[src/rtl/row_avg_sequencer.sv]
// Streaming row-average engine: buffers one row and emits floor((prev + cur) / 2) per pixel
// for every row after the first, using a valid/ready handshake on both sides.
module row_avg_sequencer #(
    parameter int unsigned WIDTH = 8,
    parameter int unsigned COLS  = 8,
    parameter int unsigned ROWS  = 16
) (
    input  logic             clk,
    input  logic             reset,
    input  logic [WIDTH-1:0] data_i,
    input  logic             in_valid_i,
    output logic             in_ready_o,
    output logic [WIDTH-1:0] out_o,
    output logic             valid_o,
    input  logic             out_ready_i,
    output logic             frame_done_o
);

    localparam int unsigned ColW = (COLS > 1) ? $clog2(COLS) : 1;
    localparam int unsigned RowW = (ROWS > 1) ? $clog2(ROWS) : 1;
    localparam logic [ColW-1:0] ColLast = ColW'(COLS - 1);
    localparam logic [RowW-1:0] RowLast = RowW'(ROWS - 1);

    typedef enum logic [1:0] {
        StFill,
        StStream,
        StDrain
    } state_e;

    state_e           state_q, state_d;
    logic [ColW-1:0]  col_q, col_d;
    logic [RowW-1:0]  row_q, row_d;
    logic [WIDTH-1:0] out_q, out_d;
    logic             valid_q, valid_d;
    logic             frame_done_q, frame_done_d;

    logic [WIDTH-1:0] linebuf_q [COLS];
    logic             lb_we;
    logic             in_ready;
    logic             accept;
    logic             take;
    logic [WIDTH:0]   sum;
    logic             col_last;

    always_comb begin
        in_ready = 1'b0;
        unique case (state_q)
            StFill:   in_ready = 1'b1;
            // A pending result may only be replaced if it is consumed in the same cycle.
            StStream: in_ready = !valid_q || out_ready_i;
            StDrain:  in_ready = 1'b0;
            default:  in_ready = 1'b0;
        endcase
    end

    assign accept   = in_valid_i && in_ready;
    assign take     = valid_q && out_ready_i;
    assign col_last = (col_q == ColLast);
    // One extra bit keeps the sum exact before halving.
    assign sum      = {1'b0, linebuf_q[col_q]} + {1'b0, data_i};

    always_comb begin
        state_d      = state_q;
        col_d        = col_q;
        row_d        = row_q;
        out_d        = out_q;
        valid_d      = valid_q;
        frame_done_d = 1'b0;
        lb_we        = 1'b0;

        if (take) begin
            valid_d = 1'b0;
        end

        unique case (state_q)
            StFill: begin
                if (accept) begin
                    lb_we = 1'b1;
                    if (col_last) begin
                        col_d   = '0;
                        row_d   = RowW'(1);
                        state_d = StStream;
                    end else begin
                        col_d = col_q + ColW'(1);
                    end
                end
            end
            StStream: begin
                if (accept) begin
                    lb_we   = 1'b1;
                    out_d   = WIDTH'(sum >> 1);
                    valid_d = 1'b1;
                    if (col_last) begin
                        col_d = '0;
                        if (row_q == RowLast) begin
                            row_d   = '0;
                            state_d = StDrain;
                        end else begin
                            row_d = row_q + RowW'(1);
                        end
                    end else begin
                        col_d = col_q + ColW'(1);
                    end
                end
            end
            StDrain: begin
                if (take) begin
                    frame_done_d = 1'b1;
                    col_d        = '0;
                    row_d        = '0;
                    state_d      = StFill;
                end
            end
            default: begin
                state_d = StFill;
                col_d   = '0;
                row_d   = '0;
            end
        endcase
    end

    always_ff @(posedge clk) begin
        if (reset) begin
            state_q      <= StFill;
            col_q        <= '0;
            row_q        <= '0;
            out_q        <= '0;
            valid_q      <= 1'b0;
            frame_done_q <= 1'b0;
        end else begin
            state_q      <= state_d;
            col_q        <= col_d;
            row_q        <= row_d;
            out_q        <= out_d;
            valid_q      <= valid_d;
            frame_done_q <= frame_done_d;
        end
    end

    // Not reset: every frame rewrites the whole row before it is read.
    always_ff @(posedge clk) begin
        if (lb_we) begin
            linebuf_q[col_q] <= data_i;
        end
    end

    assign in_ready_o   = in_ready;
    assign out_o        = out_q;
    assign valid_o      = valid_q;
    assign frame_done_o = frame_done_q;

endmodule
[config.mk]
export PLATFORM = sky130hd
export DESIGN_NAME = row_avg_sequencer
export DESIGN_NICKNAME = d
export VERILOG_FILES = /design/src/rtl/row_avg_sequencer.sv
export SDC_FILE = /design/constraint.sdc
export NUM_CORES = 1
export LEC_CHECK = 0
export BUFFER_PORTS_ARGS = -buffer_cell sky130_fd_sc_hd__buf_4
export CAP_MARGIN = 20
export CORE_ASPECT_RATIO = 1.2
export CORE_MARGIN = 5
export CORE_UTILIZATION = 30
export CTS_BUF_LIST = sky130_fd_sc_hd__clkbuf_4
export CTS_CLUSTER_DIAMETER = 150
export DETAILED_ROUTE_END_ITERATION = 8
export GPL_TIMING_DRIVEN = 0
export PLACE_DENSITY_LB_ADDON = 0.25
export SLEW_MARGIN = 20
export SYNTH_ARGS = -nofsm -noshare
export SYNTH_HDL_FRONTEND = slang
export SYNTH_SLANG_ARGS = --single-unit
export TNS_END_PERCENT = 100
[constraint.sdc]
create_clock -name clk -period 4.35 [get_ports clk]
set_clock_uncertainty 0.2 [all_clocks]
set_input_delay 0 -clock clk [delete_from_list [all_inputs] [get_ports clk]]
set_output_delay 0 -clock clk [all_outputs]
set_load 0.01 [all_outputs]
# --- Word level (Yosys, flattened, before mapping) ---
# Memories as Yosys holds them, arrays and structs flattened. A register that Yosys moved wholly into a read port is not among the register bits.
# Index checks and enable logic that the tools add are counted.
# W data, S select, Z words.
totals:
  output_inout_bits: 11
  input_bits: 12
  register_bits: 19
  ram_bits: 64
  memories: 1
op_classes:
  n_bitwise: 1
  addsub: 3
  eq_ne: 11
  n_reduce_logical: 11
  n_mux: 29
memory_table:
  columns: ["memory", "depth", "width", "read_ports", "rd_clocked_by_memory_dff", "wr", "line_no", "source"]
  rows:
  - ["linebuf_q", 8, 8, 1, 1, 1, "37", "logic [WIDTH-1:0] linebuf_q [COLS];"]
op_table:
  columns: ["op", "n"]
  rows:
  - ["$mux W4", 6]
  - ["$mux W3", 5]
  - ["$mux W2", 6]
  - ["$ne A2 B2 Y1 const B", 6]
  - ["$pmux W4 S3", 1]
  - ["$add A8 B8 Y9", 1]
  - ["$mux W1", 8]
  - ["$pmux W2 S3", 1]
  - ["$pmux W3 S2", 1]
  - ["$reduce_and A6 Y1", 1]
  - ["$reduce_and A5 Y1", 1]
  - ["$add A4 B1 Y4 const B", 1]
  - ["$eq A4 B4 Y1 const B", 1]
  - ["$reduce_and A2 Y1", 2]
  - ["$reduce_or A2 Y1", 2]
  - ["$add A3 B1 Y3 const B", 1]
  - ["$eq A3 B3 Y1 const B", 1]
  - ["$eq A2 B1 Y1 const B", 1]
  - ["$eq A2 B2 Y1 const B", 1]
  - ["$logic_and A1 B1 Y1", 2]
  - ["$logic_not A2 Y1", 1]
  - ["$ne A2 B1 Y1 const B", 1]
  - ["$pmux W1 S2", 1]
  - ["$logic_not A1 Y1", 1]
  - ["2 further kinds", 2]

# --- Longest topological paths before layout ---
# Gate-level depths: netlist of run 1.
logic_depth:
  depth_word: 8
  ltp_mapped: 11
  mapped_depth_nobuf: 9

# --- Least setup slack after synthesis of run 1 ---
# No wires, ideal clock.
synth_timing:
  kind: "reg-to-reg"
  startpoint: "register (tool-made name)"
  endpoint: "register out_q[7] (netlist: out_o[7])"
  setup_slack_ns: 1.195
  path_stages_with_launch: 11
  synth_period_minus_slack_ns: 3.155
  setup_time_ns: 0.125
  arrival_time_ns: 2.830
  required_ns: 4.025
  path_buffers: 2
  cell_sequence: "dfxtp_1 -> buf_6 -> buf_2 -> mux4_2 -> mux2_2 -> ha_1 -> nor2b_1 -> o21a_1 -> o211a_1 -> o21a_1 -> o41a_1"
synth_rtl:
  columns: ["element", "line_no", "source"]
  rows:
  - ["end signal: assignment", "134", "out_q <= out_d;"]
  - ["end: declaration", "33", "logic [WIDTH-1:0] out_q, out_d;"]

==> results of run 1 <==
[layer usage]
metal | vias to the layer above | GRT usage | wire length (um)
li1 | 1079 | - | -
met1 | 1153 | 0.142 | 3660
met2 | 32 | 0.188 | 4060
met3 | 7 | 0.0280 | 177
met4 | 0 | 0.0406 | 95
met5 | - | 0 | 0
[metrics by stage]
stage	hold WS, ps	util	area, um2
after floorplan	-101	-	3710
after global placement	50.8	0.336	4070
after detailed placement	53.3	0.338	4090
after CTS	120	0.359	4350
after global routing	114	0.359	4350
final	158	0.359	4350
[state kept, by name (all words and copies together), names as in the netlist, named ones only]
signal        flops
frame_done_o      1
out_o             8
state_q           2
row_q             4
linebuf_q        64
valid_o           1
col_q             3
[layout make-up]
cell class | count | area share
multi-input cells | 153 | 0.297
inverters | 4 | 0.00345
clock buffers | 10 | 0.0173
diodes | 1 | 0.000575
well taps | 161 | 0.0463
clock inverters | 6 | 0.0141
repair buffers | 35 | 0.0673
plain buffers | 9 | 0.0109
flip-flops and latches | 86 | 0.543
[placed cells by master (no fill, tap or decap), types with 2 or more instances in the layout]
cell,Yosys,layout
buf_2,2,2
or2_2,2,2
a21o_1,5,5
and2_1,2,2
nand3b_1,4,4
nand2_1,14,14
inv_1,4,4
o21a_1,3,3
clkbuf_4,0,10
nor2_1,15,15
o21ai_0,4,4
a21oi_1,17,17
nor3_1,9,7
clkbuf_1,5,5
o31ai_1,2,2
nand4b_1,2,2
mux4_1,3,3
ha_1,10,10
mux4_2,12,12
and3_1,4,4
nand2b_1,5,5
clkinv_2,0,2
nor3_2,0,2
dfxtp_1,22,22
mux2_2,7,7
nand3_1,7,7
mux2i_1,2,2
a31oi_1,3,3
o31a_1,2,2
nor2b_1,4,4
or4_1,2,2
edfxtp_1,64,64
buf_4,1,24
dlygate4sd3_1,0,12
[logic make-up (layout without fill, tap and decap cells)]
logic type               after synthesis  in the layout  synth area share
AO/OA/AOI/OAI                         44             44            0.0804
adder cells (fa/ha/maj)               11             11            0.0392
buffers and inverters                 13             64            0.0169
flip-flops                            86             86             0.637
multiplexers                          24             24             0.121
other                                  0              1                 0
AND/OR/NAND/NOR                       74             74             0.105
[worst min path at each step]
stage                 endpoint  cells after the start  slack [ps]
2_1_floorplan  linebuf_q[0][0]                      0        -100
3_3_place_gp   linebuf_q[0][0]                      1          50
3_5_place_dp   linebuf_q[0][6]                      1          50
4_1_cts        linebuf_q[6][0]                      2         120
5_1_grt        linebuf_q[6][0]                      2         110
6_report       linebuf_q[6][0]                      2         160
[worst register-to-register path: stages (launching register included)]
cell	delay [ps]
dfxtp_1	330
clkbuf_1	340
clkbuf_1	620
mux4_2	410
mux2_2	280
ha_1	350
nor2b_1	180
o21a_1	200
o211a_1	230
o21a_1	200
o41a_1	300
[power by group through the flow]
stage / clock, W / combinational [W] / sequential, W
after floorplan: 0 / 0.000111 / 0.000917
after global placement: 0 / 0.000163 / 0.000918
after detailed placement: 0 / 0.000166 / 0.000919
after CTS: 0.000472 / 0.000175 / 0.000901
after global routing: 0.000505 / 0.000190 / 0.000902
final: 0.000457 / 0.000171 / 0.000900
[timing repair]
action / CTS / global route
buffers inserted: 0 / 0
endpoints found under the hold margin: 87 / 0
hold buffers: 12 / 0
==> results.cfg, run 1 <==
[yosys]
synth_sequential_area_ratio = 0.637
netlist.top_cell.by_area = edfxtp_1
synthesis.instances = 252
synth_area_leaders = edfxtp_1 52%, dfxtp_1 12%, mux4_2 7.3%
synth_enable_flop_cells = 64
syn-mean-instance-area_um2 = 14.7
mappedNetlistNets = 275
yosysMostFrequentCell = edfxtp_1
synth-warning-count = 0
synth_top_cells_by_count = 64 x edfxtp_1, 22 x dfxtp_1, 17 x a21oi_1
ys_dominant_reg_cell = edfxtp_1
asyncSetResetFlopFracSynth = 0
post_synth_instance_area_mm2 = 0.00371
yosys_register_bits = 86
area_share_of_the_largest_cell_type_after_synthesis = 0.519
synth.lib_cells_used.distinct = 44

[power]
swShare = 0.243
share_clk_of_total_power = 0.299
power.net_switching_w = 0.000372
comb_power_share = 0.112
report.power.total_w = 0.00153
vdd_drop_max_mv = 0.107
internal_power_w = 0.00116
power.static_leakage_nw = 1.51
share_seq_of_total_power = 0.589
power_density_mw_per_mm2 = 352

[final_layout]
ff_latch_area_mm2 = 0.00236
area_growth_syn_to_layout_pct = 17.4
multi_input_area_mm2 = 0.00129
post_layout_nets = 321
final_cells = 465
drive_above_1_share = 0.224
fillCellCount = 1209

[floorplan]
top_level_ports = 23
die_w_um = 111
fp.coreArea_mm2 = 0.0121
start_util = 0.306
row_count = 44
die_area_mm2 = 0.0147
dieHeight_um = 132

[sta]
rsz_0062_raised_after_global_routing = no
fmax_ghz = 0.268
worst_pin_slew_ps = 1030
fin_setup_tns_ps = 0
period_utilization = 0.858
finalSetupViolCount = 0
layout_setup_ws_ps = 617
timing.final.hold_violations = 0
final.min_clock_period_ps = 3730
slew_headroom = 0.311
slew_viol_final = 0

[cts]
clk_root_buffer_cell = clkbuf_4
clock_tree.buffer_depth = 2
cts_tree = yes
worstSkewPairLatency_ps = 420
cts-htree-levels = 3
clkSlewWorstSetupHoldPaths_ps = 140
numCtsBuffers = 9
cts-resized-gates = 0
cts_num_sinks = 86

[critical_path]
worstSetupEndpoint = out_o[7]
timing.critical_path.from_type = register
critPathBufInv = 2
critical_path.reg2reg.endpoint = out_o[7]
path_depth = 10
cp_max_fo = 10
rrSetupSlack_ps = 620
cp_data_arrival_time_ps = 3860
critical_path.top_delay_family = buffers and inverters
worstPathCellList = clkbuf_1, clkbuf_1, mux4_2, mux2_2, ha_1, nor2b_1, o21a_1, o211a_1, o21a_1, o41a_1
critPathCaptureType = register
critPathMaxStageDelay_ps = 620
max_stage_delay_cell_worst_path = clkbuf_1
critical_path_required_ps = 4480
timing.setup.critical_path_class = reg2reg
ff_to_ff_path_depth = 10

[detailed_routing]
drtAntennaViolNets = 0
first_pass_iters = 5
vias = 2271
route.detailed.drc = 0
routed_wl_um = 7990
post_drt_via_cell_ratio = 4.88
post_drt_wl_per_cell_um = 17.2
drt-initial-drc-count = 157

[grt]
initial_antenna_violation_count = 1
first_pass_grt_wire_length_um = 12800
first_global_vias = 2369
grt_start_max_net_pins = 15
overflow = 0
grtUsageTotal = 0.113

[place]
dpl.hpwl_um = 5430
dp.cells = 436
weighted_congestion_reported_at_the_end_of_routability_driven_placement = 0.719
io_buffer_count = 21
dp_slack_ps = 593

[outcome]
status = finished clean

[hold_path]
worstHoldStart = data_i[0]
min-delay-path-class = in2reg

[flow_run]
maxCapViolCount = 0
Note: power is estimated with default switching activity, not from simulation.
==> run 2, diff against run 1 <==
--- a/config.mk
+++ b/config.mk
@@ -9,7 +9,7 @@
 export CAP_MARGIN = 20
 export CORE_ASPECT_RATIO = 1.2
 export CORE_MARGIN = 5
-export CORE_UTILIZATION = 30
+export CORE_UTILIZATION = 40
 export CTS_BUF_LIST = sky130_fd_sc_hd__clkbuf_4
 export CTS_CLUSTER_DIAMETER = 150
 export DETAILED_ROUTE_END_ITERATION = 8
==> constraint.sdc (replaced) <==
create_clock -name clk -period 4.1 [get_ports clk]
set_clock_uncertainty 0.2 [all_clocks]
set_input_delay 0 -clock clk [delete_from_list [all_inputs] [get_ports clk]]
set_output_delay 0 -clock clk [all_outputs]
set_load 0.01 [all_outputs]
==> run 2 against run 1 <==
  * Final area about the same
  * Hold slack worse by 20 ps
  * Clock-buffer cell count shrank 1
  * Highest routed layer unchanged
  * Non-clock buffer count is the same
  * First-iteration DRC count decreased by 23%
==> results.cfg, run 2 (same netlist as run 1, synthesis figures left out) <==
[hold_path]
min-delay-path-class = in2reg

[critical_path]
cp_data_arrival_time_ps = 3830
max_stage_delay_cell_worst_path = clkbuf_1
critical_path_required_ps = 4250
critical_path.top_delay_family = buffers and inverters
critPathCaptureType = register
worstPathCellList = clkbuf_1, clkbuf_1, mux4_2, mux2_2, ha_1, nor2b_1, o21a_1, o211a_1, o21a_1, o41a_1
timing.setup.critical_path_class = reg2reg
cp_max_fo = 10
critPathMaxStageDelay_ps = 570
critPathBufInv = 2
timing.critical_path.from_type = register

[sta]
timing.final.hold_violations = 0
layout_setup_ws_ps = 415
fin_setup_tns_ps = 0
finalSetupViolCount = 0
final.min_clock_period_ps = 3680
rsz_0062_raised_after_global_routing = no
worst_pin_slew_ps = 1010
slew_headroom = 0.324
period_utilization = 0.899
fmax_ghz = 0.271
slew_viol_final = 0

[floorplan]
die_area_mm2 = 0.0113
fp.coreArea_mm2 = 0.00903
start_util = 0.410
dieHeight_um = 115
top_level_ports = 23
row_count = 38
die_w_um = 97.9

[cts]
cts-htree-levels = 3
clock_tree.buffer_depth = 2
numCtsBuffers = 9
hold_buffers = 12
cts_tree = yes
cts-resized-gates = 0
clk_root_buffer_cell = clkbuf_4
worstSkewPairLatency_ps = 440
cts_num_sinks = 86
cts_post_setup_buffers_inserted = 0
clkSlewWorstSetupHoldPaths_ps = 140

[final_layout]
final_core_utilization = 0.481
ff_latch_area_mm2 = 0.00236
most_frequent_standard_cell_in_the_layout_excluding_fill_and_tap_cells = edfxtp_1
multi_input_area_mm2 = 0.00129
final_cells = 423
diodes = 0
layout.cells.most_common_list = 64 x edfxtp_1, 24 x buf_4, 22 x dfxtp_1
drive_above_1_share = 0.228
fillCellCount = 813
top_register = linebuf_q
largest_register_ff_count = 64
post_layout_nets = 321
area_growth_syn_to_layout_pct = 17.3

[power]
power.static_leakage_nw = 1.52
power_density_mw_per_mm2 = 402
vdd_drop_max_mv = 0.259

[place]
dp_slack_ps = 358
weighted_congestion_reported_at_the_end_of_routability_driven_placement = 0.762
dp.cells = 395
io_buffer_count = 21
dpl.hpwl_um = 5170

[detailed_routing]
first_pass_iters = 4
vias = 2235
route.detailed.drc = 0
post_drt_wl_per_cell_um = 18.1
drtAntennaViolNets = 0
post_drt_via_cell_ratio = 5.28
routed_wl_um = 7670
drt-initial-drc-count = 121

[grt]
first_pass_grt_wire_length_um = 12400
global_route.peak_usage_layer = met2
overflow = 0
grtUsageMet3 = 0.0361
initial_antenna_violation_count = 0
use_met2 = 0.250
first_global_vias = 2345
gr-usage-met1 = 0.178
grtUsageTotal = 0.148
grt_start_max_net_pins = 16

[outcome]
status = finished clean

[flow_run]
maxCapViolCount = 0
run 2: cell types whose count changed in the layout (fill, tap and decap cells not counted), sizes merged:
cell      change
clkinvlp      +2
inv           +1
clkbuf        -1
diode         -1
clkinv        -4
bufinv        +2
run 2: cell type report:
class                           count  area share
Clock inverter                      7      0.0276
Sequential cell                    86       0.543
Timing Repair Buffer               35      0.0674
Multi-Input combinational cell    153       0.297
Tap cell                          120      0.0345
Clock buffer                        9      0.0155
Buffer                              9      0.0109
Inverter                            4     0.00345
run 2: metrics by stage:
step | hold slack [ps] | instance area, um2 | power [W]
after CTS | 107 | 4350 | 0.00176
after floorplan | -101 | 3710 | 0.00109
after global placement | 47.0 | 4010 | 0.00114
after global routing | 106 | 4350 | 0.00182
final | 139 | 4350 | 0.00175
after detailed placement | 52.6 | 4040 | 0.00115
run 2: report_power, final:
part           switching [W]  total, W  internal [W]
Sequential        0.00000536  0.000955      0.000950
Clock               0.000302  0.000613      0.000311
Combinational      0.0000936  0.000178     0.0000848
run 2: final timing paths:
path,start,end,slack (ps),cells past startpoint
min reg2reg,out_o[3],out_o[3],260,2
max reg2reg,register,out_o[7],420,10
min,data_i[5],linebuf_q[1][5],140,2
max,register,out_o[7],420,10
run 2: per-layer routing:
layer  wire length, um  vias up
met5                 0        -
met4               195        0
met3               326       14
met2              3840       51
met1              3310     1093
li1                  -     1077
